**src/rtl/apple_iie_video_scanner.sv**
```systemverilog
// Apple IIe video scan counters, blanking/sync decode and video RAM fetch address.
// Define VIDEO_SCANNER_PAL_EN for the 312-line frame (vertical start 9'h0C8); default is 262-line NTSC.
module apple_iie_video_scanner (
    input  logic        clk_14M,
    input  logic        reset_n,
    input  logic        cycle_en,
    input  logic        text_mode,
    input  logic        mixed_mode,
    input  logic        hires_mode,
    input  logic        page2,
    output logic [6:0]  h_count,
    output logic [8:0]  v_count,
    output logic        hblank,
    output logic        vblank,
    output logic        hsync,
    output logic        vsync,
    output logic        long_cycle,
    output logic [15:0] video_a,
    output logic        video_a_valid,
    output logic        frame_start
);

`ifdef VIDEO_SCANNER_PAL_EN
    localparam logic [8:0] V_START = 9'h0C8;
`else
    localparam logic [8:0] V_START = 9'h0FA;
`endif

    logic [6:0]  h_count_reg, h_count_next;
    logic [8:0]  v_count_reg, v_count_next;
    logic        text_reg, mixed_reg, hires_reg, page2_reg;
    logic        frame_start_reg, frame_start_next;

    logic [6:0]  col;
    logic [7:0]  line;
    logic [4:0]  row;
    logic        use_gfx;
    logic [15:0] text_addr, hires_addr;

    // h_count state 0x00 is the long cycle; it jumps straight to 0x40
    always_comb begin
        h_count_next     = h_count_reg;
        v_count_next     = v_count_reg;
        frame_start_next = 1'b0;
        if (cycle_en) begin
            if (h_count_reg == 7'h00)
                h_count_next = 7'h40;
            else
                h_count_next = h_count_reg + 7'd1;
            if (h_count_reg == 7'h7F) begin
                if (v_count_reg == 9'h1FF) begin
                    v_count_next     = V_START;
                    frame_start_next = 1'b1;
                end else begin
                    v_count_next = v_count_reg + 9'd1;
                end
            end
        end
    end

    always_ff @(posedge clk_14M or negedge reset_n) begin
        if (!reset_n) begin
            h_count_reg     <= 7'h00;
            v_count_reg     <= V_START;
            text_reg        <= 1'b0;
            mixed_reg       <= 1'b0;
            hires_reg       <= 1'b0;
            page2_reg       <= 1'b0;
            frame_start_reg <= 1'b0;
        end else begin
            h_count_reg     <= h_count_next;
            v_count_reg     <= v_count_next;
            frame_start_reg <= frame_start_next;
            if (cycle_en) begin
                text_reg  <= text_mode;
                mixed_reg <= mixed_mode;
                hires_reg <= hires_mode;
                page2_reg <= page2;
            end
        end
    end

    // Display-relative coordinates; only meaningful while video_a_valid
    assign col  = h_count_reg - 7'h58;
    assign line = v_count_reg[7:0];
    assign row  = line[7:3];

    assign use_gfx = !text_reg && !(mixed_reg && (line >= 8'd160));

    // 0x28*k is built as 32*k + 8*k
    assign text_addr  = (page2_reg ? 16'h0800 : 16'h0400)
                      + {6'd0, row[2:0], 7'd0}
                      + {9'd0, row[4:3], 5'd0}
                      + {11'd0, row[4:3], 3'd0}
                      + {9'd0, col};
    assign hires_addr = (page2_reg ? 16'h4000 : 16'h2000)
                      + {3'd0, line[2:0], 10'd0}
                      + {6'd0, line[5:3], 7'd0}
                      + {9'd0, line[7:6], 5'd0}
                      + {11'd0, line[7:6], 3'd0}
                      + {9'd0, col};

    assign hblank        = (h_count_reg < 7'h58);
    assign vblank        = (v_count_reg[7:6] == 2'b11) || (v_count_reg < 9'h100);
    assign hsync         = (h_count_reg >= 7'h49) && (h_count_reg <= 7'h4C);
    assign vsync         = (v_count_reg >= 9'h1E0) && (v_count_reg <= 9'h1E3);
    assign long_cycle    = (h_count_reg == 7'h00);
    assign video_a_valid = !hblank && !vblank;

    always_comb begin
        video_a = 16'h0000;
        if (video_a_valid)
            video_a = (use_gfx && hires_reg) ? hires_addr : text_addr;
    end

    assign h_count     = h_count_reg;
    assign v_count     = v_count_reg;
    assign frame_start = frame_start_reg;

endmodule

```
**config.mk**
```make
export PLATFORM = sky130hd
export DESIGN_NAME = apple_iie_video_scanner
export DESIGN_NICKNAME = d
export VERILOG_FILES = /design/src/rtl/apple_iie_video_scanner.sv
export SDC_FILE = /design/constraint.sdc
export NUM_CORES = 1
export LEC_CHECK = 0
export ABC_AREA = 1
export CORE_ASPECT_RATIO = 0.7
export CORE_MARGIN = 2
export CORE_UTILIZATION = 40
export DETAILED_ROUTE_END_ITERATION = 6
export PLACE_DENSITY = 0.64
export RECOVER_POWER = 25
export SETUP_SLACK_MARGIN = 0.4
export SLEW_MARGIN = 20
export SYNTH_ARGS = -nofsm -noshare
export SYNTH_HDL_FRONTEND = slang
export SYNTH_SLANG_ARGS = --single-unit
```
**constraint.sdc**
```tcl
create_clock -name clk_14M -period 3.9 [get_ports clk_14M]
set_input_delay 0.975 -clock clk_14M [delete_from_list [all_inputs] [get_ports clk_14M]]
set_output_delay 0.975 -clock clk_14M [all_outputs]
set_load 0.05 [all_outputs]
```
### Yosys cells after proc, flatten, opt, wreduce, memory -nomap -nowiden

Index checks and enable logic that the tools add are counted.
Widths: inputs -> output; s select.

| word-level totals | value |
|---|---|
| register bits | 21 |
| word-level logic and storage cells | 51 |
| output and inout port bits | 39 |

| operators by class | value |
|---|---|
| multiplexer cells | 9 |
| reductions and logical operators | 13 |
| eq/ne operators | 3 |
| order comparisons | 7 |
| add/subtract/negate cells | 12 |

Operators with widths:

| operator | number |
|---|---|
| $add 16x7->16 | 2 |
| $mux 16 | 2 |
| $add 15x13->16 | 1 |
| $add 15x7->16 | 1 |
| $add 16x10->16 | 1 |
| $add 16x5->16 | 1 |
| $add 14x5->15 | 1 |
| $mux 15 | 1 |
| $add 13x7->14 | 1 |
| $add 12x10->13 | 1 |
| $mux 12 | 1 |
| $add 9x1->9 const B | 1 |
| $eq 9x9->1 const B | 1 |
| $ge 9x9->1 const B | 1 |
| $le 9x9->1 const B | 1 |
| $lt 9x9->1 const B | 1 |
| $mux 9 | 1 |
| $ge 8x8->1 const B | 1 |
| $add 7x1->7 const B | 1 |
| $eq 7x7->1 const B | 1 |
| $ge 7x7->1 const B | 1 |
| $le 7x7->1 const B | 1 |
| $logic_not 7->1 | 1 |
| $lt 7x7->1 const B | 1 |
| 8 further kinds | 18 |

### Depth between registers and ports, before layout

Gate-level depths: netlist of the first run.

| depth | value |
|---|---|
| word-level depth | 8 |
| gate-level depth with buffers | 13 |
| depth with buffers taken out | 13 |

### Least setup slack after synthesis of the first run

OpenSTA, ideal clock, no wires.

| timing path | value |
|---|---|
| kind | reg2out |
| start point | register h_count_reg[3], in the netlist h_count[3] |
| end point | output port video_a[6] |
| data arrival time | 3050 ps |
| required time | 2925 ps |
| setup slack | -125 ps |
| stages on the path, launching flop included | 9 |
| path buffers | 0 |
| path through | dfrtp_1 > ha_1 > inv_1 > nand2_2 > nand2_1 > ha_1 > or2_2 > and3_1 > nor3_1 |

| on the way | value |
|---|---|
| word-level cells in the longest chain between the ends | 4 |

RTL lines:

| element | line | text |
|---|---|---|
| start: declaration | 29 | `logic [6:0] h_count_reg, h_count_next;` |
| start signal: assignment | 71 | `h_count_reg <= h_count_next;` |
| $sub 7x7->7 or $lt 7x7->1 (tied branches) | 84, 103 |  |
| $add 16x7->16, or another cell as far along | 101 | `+ {9'd0, col};` |
| $mux 16 or $logic_and 1x1->1 (tied branches) | 113, 108 |  |
| $mux 16 * | 112 | `if (video_a_valid)` |
| end: declaration | 18 | `output logic [15:0] video_a,` |

Every way passes the cells marked *; elsewhere a longest branch is shown, timed or not.

### Worst setup path after layout of the first run

| timing path | value |
|---|---|
| start point | register v_count_reg[7], in the netlist v_count[7] |
| end point | output port video_a[2] |

| on the way | value |
|---|---|
| word-level cells in the longest chain between the ends | 7 |

RTL lines:

| element | line | text |
|---|---|---|
| start: declaration | 30 | `logic [8:0] v_count_reg, v_count_next;` |
| start signal: assignment | 72 | `v_count_reg <= v_count_next;` |
| $ge 8x8->1 | 88 | `assign use_gfx = !text_reg && !(mixed_reg && (line >= 8'd160));` |
| $logic_and 1x1->1 | 88 |  |
| $logic_not 1->1 | 88 |  |
| $logic_and 1x1->1 | 88 |  |
| $logic_and 1x1->1 | 113 | `video_a = (use_gfx && hires_reg) ? hires_addr : text_addr;` |
| $mux 16 | 113 |  |
| $mux 16 * | 112 |  |

Marked as above.

==> results.yml, run 1 <==
cts:
  insertion_delay_ns: 0.27
  cts_root_buf: "sky130_fd_sc_hd__clkbuf_8"
  cts_tree: "done"
  number_of_clock_sinks: 21
  max-clock-path-buffers: 2
  num_cts_buffers: 3
  htree_levels: 1
  cts.reportedPaths.clkPinSlew_ns: 0.08
  cts_hold_buf: 0
grt:
  gr-total-overflow: 0
  grt_pass1_vias: 1614
  global_route.usage.total_pct: 19.8
  grt_start_max_net_pins: 19
  grt_pass1_wl_um: 7780
  grt_antenna_before_repair: 0
cells_and_area:
  antenna_diode_count: 0
  filler_cell_count: 441
  finalNetCount: 331
  area.growth.synth_to_final_pct: 34.4
  flip_flop_count_of_the_largest_register_all_copies_and_words_added: 9
  stdcell_count: 365
  drive_gt1_share_pct: 17.1
logic_synthesis:
  syn_area_sq_mm: 0.00175
  synth_enable_flop_cells: 0
  yosys.cell_count.top_type: "sky130_fd_sc_hd__nand2_1"
  synth-async-reset-ratio_pct: 100
  synthFlopType: "sky130_fd_sc_hd__dfrtp_1"
  syn_inst: 260
  ys.warnings.count: 0
  synth.area.top_cells: "sky130_fd_sc_hd__dfrtp_1 (21%), sky130_fd_sc_hd__nand2_1 (16%), sky130_fd_sc_hd__dfstp_2 (9.0%)"
  top_cells_by_count_synth: "sky130_fd_sc_hd__nand2_1 (77), sky130_fd_sc_hd__inv_1 (36), sky130_fd_sc_hd__nand3_1 (25)"
  post_synth.cell_area_avg_sq_um: 6.74
  mappedNetlistNets: 280
  count_of_distinct_cell_types_in_the_synthesized_netlist: 28
  synth_sequential_area_ratio_pct: 30.4
  synth.ff_latch_count: 21
  yosysTopAreaCell: "sky130_fd_sc_hd__dfrtp_1"
  yosys.area.top_type_share_pct: 21.4
timing:
  achievable-frequency_mhz: 299
  final_hold_viol_count: 0
  finClkSkew_ns: 0.00272
  worst_slew_pin_slew_ns: 0.851
  tns_ns: 0
  final.min_clock_period_ns: 3.34
  finalCritPeriodShare_pct: 85.8
  timing.final.setup_violations: 0
  grt_setup_unrepaired: "false"
  timing.slew.headroom_pct: 43.1
  finalMaxSlewViolations: 0
min_path:
  worstHoldStart: "mixed_reg$_DFFE_PN0P_"
  hold_path.class: "reg -> reg"
die:
  die_area_sq_mm: 0.00493
  io_pins: 46
  floorplan.initialDensity_pct: 40.9
  num_rows: 20
  dieWidth_um: 83.1
  die_height_um: 59.4
  core_sq_mm: 0.00428
placed_design:
  dp_cells: 355
  buffer_ports.inserted: 44
  gp_routability_congestion: 0.909
  dp_hpwl_um: 3570
routing:
  post_drt_via_cell_ratio: 4.83
  first_pass_iters: 4
  drtIter0Drc: 178
  detail-route-antenna-nets: 0
  count_of_vias_placed_by_the_detailed_router: 1763
  avgRoutedWirePerCell_um: 13.0
  routed_wirelength_um: 4740
  drc_errors: 0
power_and_ir_drop:
  cellLeakagePower_nw: 1.17
  worst_ir_drop_vdd_v: 0.000338
  power_density_mw_per_mm2: 431
flow_run:
  maxCapViolations: 0
worst_setup_path:
  worst_ep_arrival_time_ns: 2.37
  crit_path_end_kind: "output pin"
  worst_r2r_startpoint: "v_count[1]$_DFFE_PN1P_"
  path_max_fanout: 10
  worstSetupPathType: "reg -> out"
  critPathLaunch: "v_count[7]$_DFFE_PN1P_"
  worstSetupStartpointType: "flip-flop"
  data_required_time_of_the_critical_path_ns: 2.92
run_status:
  status: "completed"
## critical path, stage by stage, from the launching register on
cell and delay, ns:
sky130_fd_sc_hd__dfstp_2 0.46, sky130_fd_sc_hd__nand2_1 0.18, sky130_fd_sc_hd__nand2_1 0.16, sky130_fd_sc_hd__nor2_4 0.23, sky130_fd_sc_hd__inv_2 0.13, sky130_fd_sc_hd__nor2_1 0.12, sky130_fd_sc_hd__clkdlybuf4s50_1 0.81
## where the power goes
group          total (mW)  leakage (nW)  switching (mW)  internal [mW]
clock network       0.152        0.0217          0.0800         0.0723
logic               0.557         0.909           0.353          0.203
registers           0.305         0.244          0.0518          0.253
## logic make-up after synthesis
kind of cell	synth area share, %
simple gates	37.6
buf+inv	10.4
compound gates	9.21
flops	30.4
fa+ha+maj	9.71
xor+xnor	2.50
other cells	0.214
## timing repair
action	CTS	global route
gates resized for setup	2	7
setup endpoints to repair	2	10
buffers inserted	0	6
hold endpoints to repair	0	0
## worst paths after layout
check                                          to  slack, ns  cells past startpoint
setup / recovery                       video_a[2]       0.56                      6
hold / removal              mixed_reg$_DFFE_PN0P_       0.48                      2
setup reg to reg           v_count[7]$_DFFE_PN1P_       1.91                     10
hold reg to reg             mixed_reg$_DFFE_PN0P_       0.48                      2
max in group asynchronous  v_count[5]$_DFFE_PN1P_       1.95                      2
min in group asynchronous  v_count[8]$_DFFE_PN0P_       1.26                      1
## cell usage in the layout, fill, tap and decap left out, drive strengths merged, types with 6 or more instances in the layout
cell           instances
inv                   39
nand2                 80
nand3                 26
buf                   15
dfstp                  6
ha                    12
a21oi                 10
o21ai                 18
dfrtp                 15
clkdlybuf4s50         30
nor2                  26
nor3                   9
## routing by layer
| metal | share of wire (%) | routed length, um | global-route usage (%) | vias to the layer above |
|---|---|---|---|---|
| li1 | - | - | - | 921 |
| met1 | 53 | 2510 | 30.5 | 795 |
| met2 | 41 | 1950 | 29.0 | 45 |
| met3 | 5.6 | 265 | 3.48 | 2 |
| met4 | 0.53 | 25 | 4.22 | 0 |
| met5 | 0 | 0 | 0 | - |
## stage by stage
stage          area, sq um  power, mW  utilization, %  hold slack [ns]  setup WS (ns)
6_report              2350       1.01            55.0            0.483          0.556
5_1_grt               2350       1.09            55.0            0.495          0.360
4_1_cts               2280      0.957            53.2            0.486          0.434
3_5_place_dp          2230      0.799            52.2            0.464          0.638
3_3_place_gp          2230      0.801            52.2            0.456          0.669
2_1_floorplan         1770      0.658               -            0.442          0.313
## area by class of cell
| class | instances | area, sq um | area share (%) |
|---|---|---|---|
| multi-input cells | 195 | 1090 | 46.2 |
| clock inverters | 1 | 7.51 | 0.319 |
| flip-flops and latches | 21 | 537 | 22.8 |
| clock buffers | 3 | 41.3 | 1.75 |
| inverters | 39 | 146 | 6.22 |
| repair buffers | 51 | 467 | 19.8 |
| well taps | 55 | 68.8 | 2.92 |
No activity file was read; power rests on OpenSTA's default activity.
==> run 2: changes to the inputs <==
--- a/config.mk
+++ b/config.mk
@@ -9,6 +9,7 @@
 export CORE_ASPECT_RATIO = 0.7
 export CORE_MARGIN = 2
 export CORE_UTILIZATION = 40
+export CTS_CLUSTER_SIZE = 8
 export DETAILED_ROUTE_END_ITERATION = 6
 export PLACE_DENSITY = 0.64
 export RECOVER_POWER = 25
==> results of run 2 <==
No change in the layout: final DEF, timing and power equal those of run 1.
==> run 3: changes to the inputs <==
--- a/config.mk
+++ b/config.mk
@@ -6,6 +6,8 @@
 export NUM_CORES = 1
 export LEC_CHECK = 0
 export ABC_AREA = 1
+export ABC_CLOCK_PERIOD_IN_PS = 4100
+export CAP_MARGIN = 10
 export CORE_ASPECT_RATIO = 0.7
 export CORE_MARGIN = 2
 export CORE_UTILIZATION = 40
==> constraint.sdc (replaced) <==
create_clock -name clk_14M -period 4.1 [get_ports clk_14M]
set_input_delay 1.025 -clock clk_14M [delete_from_list [all_inputs] [get_ports clk_14M]]
set_output_delay 1.025 -clock clk_14M [all_outputs]
set_load 0.05 [all_outputs]
==> results.yml, run 3 (synthesis results as in run 1) <==
cells_and_area:
  leading_cell_type_in_the_layout_fill_and_taps_excluded: "sky130_fd_sc_hd__nand2_1"
  antenna_diode_count: 0
  area.growth.synth_to_final_pct: 30.2
  stdcell_count: 360
  mostFrequentLayoutCells: "sky130_fd_sc_hd__nand2_1 (77), sky130_fd_sc_hd__inv_1 (36), sky130_fd_sc_hd__clkdlybuf4s50_1 (32)"
  flip_flop_count_of_the_largest_register_all_copies_and_words_added: 9
  filler_cell_count: 429
  drive_gt1_share_pct: 14.4
  finalNetCount: 326
die:
  floorplan.initialDensity_pct: 40.9
  core_sq_mm: 0.00428
  die_area_sq_mm: 0.00493
  die_height_um: 59.4
  io_pins: 46
  num_rows: 20
  dieWidth_um: 83.1
grt:
  grt_start_max_net_pins: 22
  gr-total-overflow: 0
  grt_antenna_before_repair: 0
  grt_pass1_wl_um: 7630
  grt_pass1_vias: 1631
  global_route.usage.total_pct: 19.3
timing:
  timing.slew.headroom_pct: 37.2
  worst_slew_pin_slew_ns: 0.939
  final_hold_viol_count: 0
  finalWorstSetupSlack_ns: 0.525
  finClkSkew_ns: 0.00437
  finalMaxSlewViolations: 0
  final.min_clock_period_ns: 3.57
  tns_ns: 0
  finalCritPeriodShare_pct: 87.2
  timing.final.setup_violations: 0
  grt_setup_unrepaired: "true"
  achievable-frequency_mhz: 280
routing:
  first_pass_iters: 4
  met3_wirelength_um: 285
  routed_wirelength_um: 4490
  post_drt_via_cell_ratio: 4.95
  detail-route-antenna-nets: 0
  drtIter0Drc: 87
  met2_wirelength_um: 1810
  count_of_vias_placed_by_the_detailed_router: 1782
  top_layer: "met4"
  drc_errors: 0
  met1Wirelength_um: 2350
  avgRoutedWirePerCell_um: 12.5
worst_setup_path:
  data_required_time_of_the_critical_path_ns: 3.07
  worstSetupStartpointType: "flip-flop"
  critPathBufInv: 4
  worst_ep_arrival_time_ns: 2.55
  r2r_end: "v_count[7]$_DFFE_PN1P_"
  critical_path.endpoint: "video_a[4]"
  cp_common_cell: "sky130_fd_sc_hd__inv_1"
  crit_path_end_kind: "output pin"
  slowest_cell_delay_on_critical_path_ns: 0.80
  worst_r2r_startpoint: "v_count[1]$_DFFE_PN1P_"
  path_cells: "inv_1 > ha_1 > inv_1 > fa_1 > inv_1 > nor2_1 > clkdlybuf4s50_1"
  worstSetupPathType: "reg -> out"
  critPathLaunch: "h_count[4]$_DFFE_PN0P_"
  path_max_fanout: 6
  r2r_slack_ns: 2.12
  worst_path_dominant_cell_family: "buffers and inverters"
  cp_num_cells: 7
  r2r.worst_path.cells: 10
  slowest_stage: "sky130_fd_sc_hd__clkdlybuf4s50_1"
placed_design:
  dp_cells: 355
  gp_routability_congestion: 0.883
  buffer_ports.inserted: 44
  dp_hpwl_um: 3610
  dp_worst_setup_slack_ns: 0.338
cts:
  number_of_clock_sinks: 21
  cts_root_buf: "sky130_fd_sc_hd__clkbuf_8"
  htree_levels: 1
  insertion_delay_ns: 0.26
  num_cts_buffers: 3
  max-clock-path-buffers: 2
  cts.reportedPaths.clkPinSlew_ns: 0.08
  cts_tree: "done"
run_status:
  status: "completed"
power_and_ir_drop:
  cellLeakagePower_nw: 1.14
  share_comb_of_total_power_pct: 53.0
  p_seq_share_pct: 31.6
  clkPwrFrac_pct: 15.4
  switchingPower_uw: 445
  p_sw_share_pct: 48.9
  power.internal_uw: 465
  worst_ir_drop_vdd_v: 0.000222
  power_density_mw_per_mm2: 399
min_path:
  worstHoldStart: "mixed_reg$_DFFE_PN0P_"
  hold_path.class: "reg -> reg"
flow_run:
  maxCapViolations: 0
## run 3: how the worst min path moves through the flow
stage                       endpoint  slack [ns]  depth (start not counted)
6_report       mixed_reg$_DFFE_PN0P_        0.48                          2
5_1_grt         text_reg$_DFFE_PN0P_        0.51                          2
4_1_cts         text_reg$_DFFE_PN0P_        0.49                          2
3_5_place_dp    text_reg$_DFFE_PN0P_        0.46                          2
3_3_place_gp    text_reg$_DFFE_PN0P_        0.46                          2
2_1_floorplan  mixed_reg$_DFFE_PN0P_        0.44                          2
## run 3: timing repair
| item | in CTS | in global routing |
|---|---|---|
| hold buffers | 0 | 0 |
| endpoints found under the setup margin | 4 | 7 |
| setup buffers | 0 | 1 |
| gates resized for setup | 6 | 10 |
## run 3: tightest hold or removal path, stage by stage, from the launching register on
cell and delay, ns:
sky130_fd_sc_hd__dfrtp_1 0.35, sky130_fd_sc_hd__nand2_1 0.06, sky130_fd_sc_hd__nand2_1 0.04
## run 3: power groups by stage
stage	Clock, mW	Sequential [mW]	Combinational [mW]
floorplan	0	0.376	0.251
global placement	0	0.291	0.474
detailed placement	0	0.293	0.473
CTS	0.146	0.290	0.476
global route	0.157	0.294	0.528
finish	0.141	0.288	0.482
## run 3: per-layer routing
metal / up-vias / GRT usage (%)
li1: 911 / -
met1: 806 / 29.4
met2: 60 / 29.6
met3: 5 / 2.37
met4: 0 / 4.22
met5: - / 0
## run 3: area by class of cell
type | instances | area (sq um) | area share, %
timing repair buffer | 46 | 423 | 18.5
inverter | 39 | 146 | 6.42
multi-input combinational | 195 | 1060 | 46.4
sequential | 21 | 536 | 23.5
clock buffer | 3 | 41.3 | 1.81
clock inverter | 1 | 7.51 | 0.329
tap | 55 | 68.8 | 3.02
## run 3: per-stage QoR
stage               instance area [sq um]  total power [mW]  hold slack, ns  util [%]
floorplan                            1770             0.627           0.442         -
global placement                     2240             0.765           0.456      52.4
detailed placement                   2240             0.766           0.463      52.4
CTS                                  2290             0.912           0.485      53.5
global route                         2280             0.979           0.508      53.3
finish                               2280             0.910           0.478      53.3
==> RTL edit, RTL diff (config.mk and constraints of run 1) <==
The output `frame_start` loses its register stage (`frame_start_reg` becomes a continuous assignment).
--- a/src/rtl/apple_iie_video_scanner.sv
+++ b/src/rtl/apple_iie_video_scanner.sv
@@ -66,11 +66,9 @@
             mixed_reg       <= 1'b0;
             hires_reg       <= 1'b0;
             page2_reg       <= 1'b0;
-            frame_start_reg <= 1'b0;
         end else begin
             h_count_reg     <= h_count_next;
             v_count_reg     <= v_count_next;
-            frame_start_reg <= frame_start_next;
             if (cycle_en) begin
                 text_reg  <= text_mode;
                 mixed_reg <= mixed_mode;
@@ -79,6 +77,8 @@
             end
         end
     end
+
+    assign frame_start_reg = frame_start_next;
 
     // Display-relative coordinates; only meaningful while video_a_valid
     assign col  = h_count_reg - 7'h58;
Function: same outputs for any inputs over 10 cycles, from zero or initial values and one cycle with reset_n low; that may be too few to reach the edited logic, so the function may still have changed.
==> RTL edit against run 1 <==
- sequential share of layout area shrank 0.85 points
- wire length shrank 1.6%
- sequential cell count shrank 1
- area after synthesis shrank 1.4%
- non-clock buffer count shrank 3
- setup slack lost 0.033 ns
- cell area shrank 0.96%
- total power shrank 0.15%
- largest cell class unchanged
- largest power group unchanged
==> RTL edit: results (changes against run 1) <==
Worst setup startpoint h_count[3] (was v_count[7]); Pint 0.550 mW (was 0.529 mW); DP Area 0.00222 mm² (was 0.00223 mm²); Worst Tran Pin Value 0.929 ns (was 0.851 ns); register area 512 µm² (was 537 µm²); placed cells 352 (was 355); global-route met3 utilization 3.66% (was 3.48%); wire per inst 13.0 µm (about the same); Worst Clk Skew 0.00311 ns (was 0.00272 ns); DPL Wire Length 3650 µm (was 3570 µm); Repair and plain buffers 48 (was 51); core box area 0.00404 mm² (was 0.00428 mm²); Worst path max stage delay 0.45 ns (was 0.81 ns); Final clock-cell share 3.06% (was 2.07%); slowest CP cell dfrtp_2 (was clkdlybuf4s50_1); area of the multi-input gates 0.00107 mm² (was 0.00109 mm²); Largest delay share family, worst path adder cells (was buffers and inverters); minimum clock period 3.38 ns (was 3.34 ns); post-synthesis average cell area 6.67 µm² (was 6.74 µm²); Seq cells post-synth 20 (was 21); worst vdd ir 0.315 mV (was 0.338 mV); clock share of power 20.6% (was 15.0%); Synth area leaders dfrtp_1, nand2_1, dfstp_2 (unchanged); met1 GRT Util 34.9% (was 30.5%); register-to-register setup slack 1.93 ns (was 1.91 ns); non-clk buf share 20.1% (was 19.8%); reported combinational group power 0.509 mW (was 0.557 mW); status complete, no violations (unchanged); first-pass detailed-route iteration total 5 (was 4); Post-Route WL 4670 µm (was 4740 µm); layout cells sized above 1 17.0% (was 17.1%); Post-synth top cells nand2_1, inv_1, nand3_1, nor2_1 (was nand2_1, inv_1, nand3_1, nor2_1, dfrtp_1); global-route wire length before repair 7770 µm (was 7780 µm); Pleak 1.18 nW (was 1.17 nW); number of fill cells in the layout 412 (was 441); Vias 1804 (was 1763); GPL Wtd Cong 0.923 (was 0.909); pre-CTS setup slack 0.333 ns (was 0.638 ns); Worst Path Max Fanout 7 (was 10); DR iter-0 viols 113 (was 178)
## RTL edit: cell types whose count changed in the layout (fill, tap and decap cells not counted), moves of 2 or more
cell / delta
nor2_1: -2
nor2_2: +2
ha_1: +2
buf_6: +2
clkdlybuf4s50_1: -2
ha_4: -2
buf_4: -6
## RTL edit: cells by family (layout without fill, tap and decap cells)
logic type / Yosys count / after routing / synth area share, %
buffers and inverters: 44 / 91 / 10.5
and+or+nand+nor: 147 / 147 / 38.1
other: 1 / 1 / 0.217
adders and majority gates: 13 / 13 / 9.85
AOI/OAI and AO/OA: 29 / 29 / 9.35
xor gates and xnor gates: 5 / 5 / 2.54
DFF: 20 / 20 / 29.4
## RTL edit: how the worst min path moves through the flow
stage	startpoint	endpoint	slack (ns)	cells past startpoint
finish	text_reg	text_reg	0.47	2
global route	mixed_reg	mixed_reg	0.54	2
CTS	text_reg	text_reg	0.48	2
detailed placement	text_reg	text_reg	0.46	2
global placement	text_reg	text_reg	0.45	2
floorplan	mixed_reg	mixed_reg	0.44	2
## RTL edit: worst reg2reg max path: cells and delay by family (launching register included)
family	cells	cell delay (ns)
simple gates	7	0.74
flops	1	0.58
fa+ha+maj	2	0.44
buf+inv	1	0.15
## RTL edit: per-layer routing
| layer | up-vias | share of wire [%] |
|---|---|---|
| met5 | - | 0 |
| met2 | 70 | 41 |
| met3 | 2 | 7.8 |
| met1 | 814 | 51 |
| li1 | 918 | - |
| met4 | 0 | 0.36 |
## RTL edit: timing repair
item                       CTS  global route
setup endpoints to repair    3            11
buffers inserted             0             2
hold buffers                 0             0
resized for setup            5            12
gates cloned                 0             0
## RTL edit: stage by stage
stage	total power [mW]	util (%)
after floorplan	0.648	-
after global placement	0.788	55.0
after detailed placement	0.788	55.0
after CTS	0.998	56.7
after global routing	1.08	57.7
final	1.01	57.7
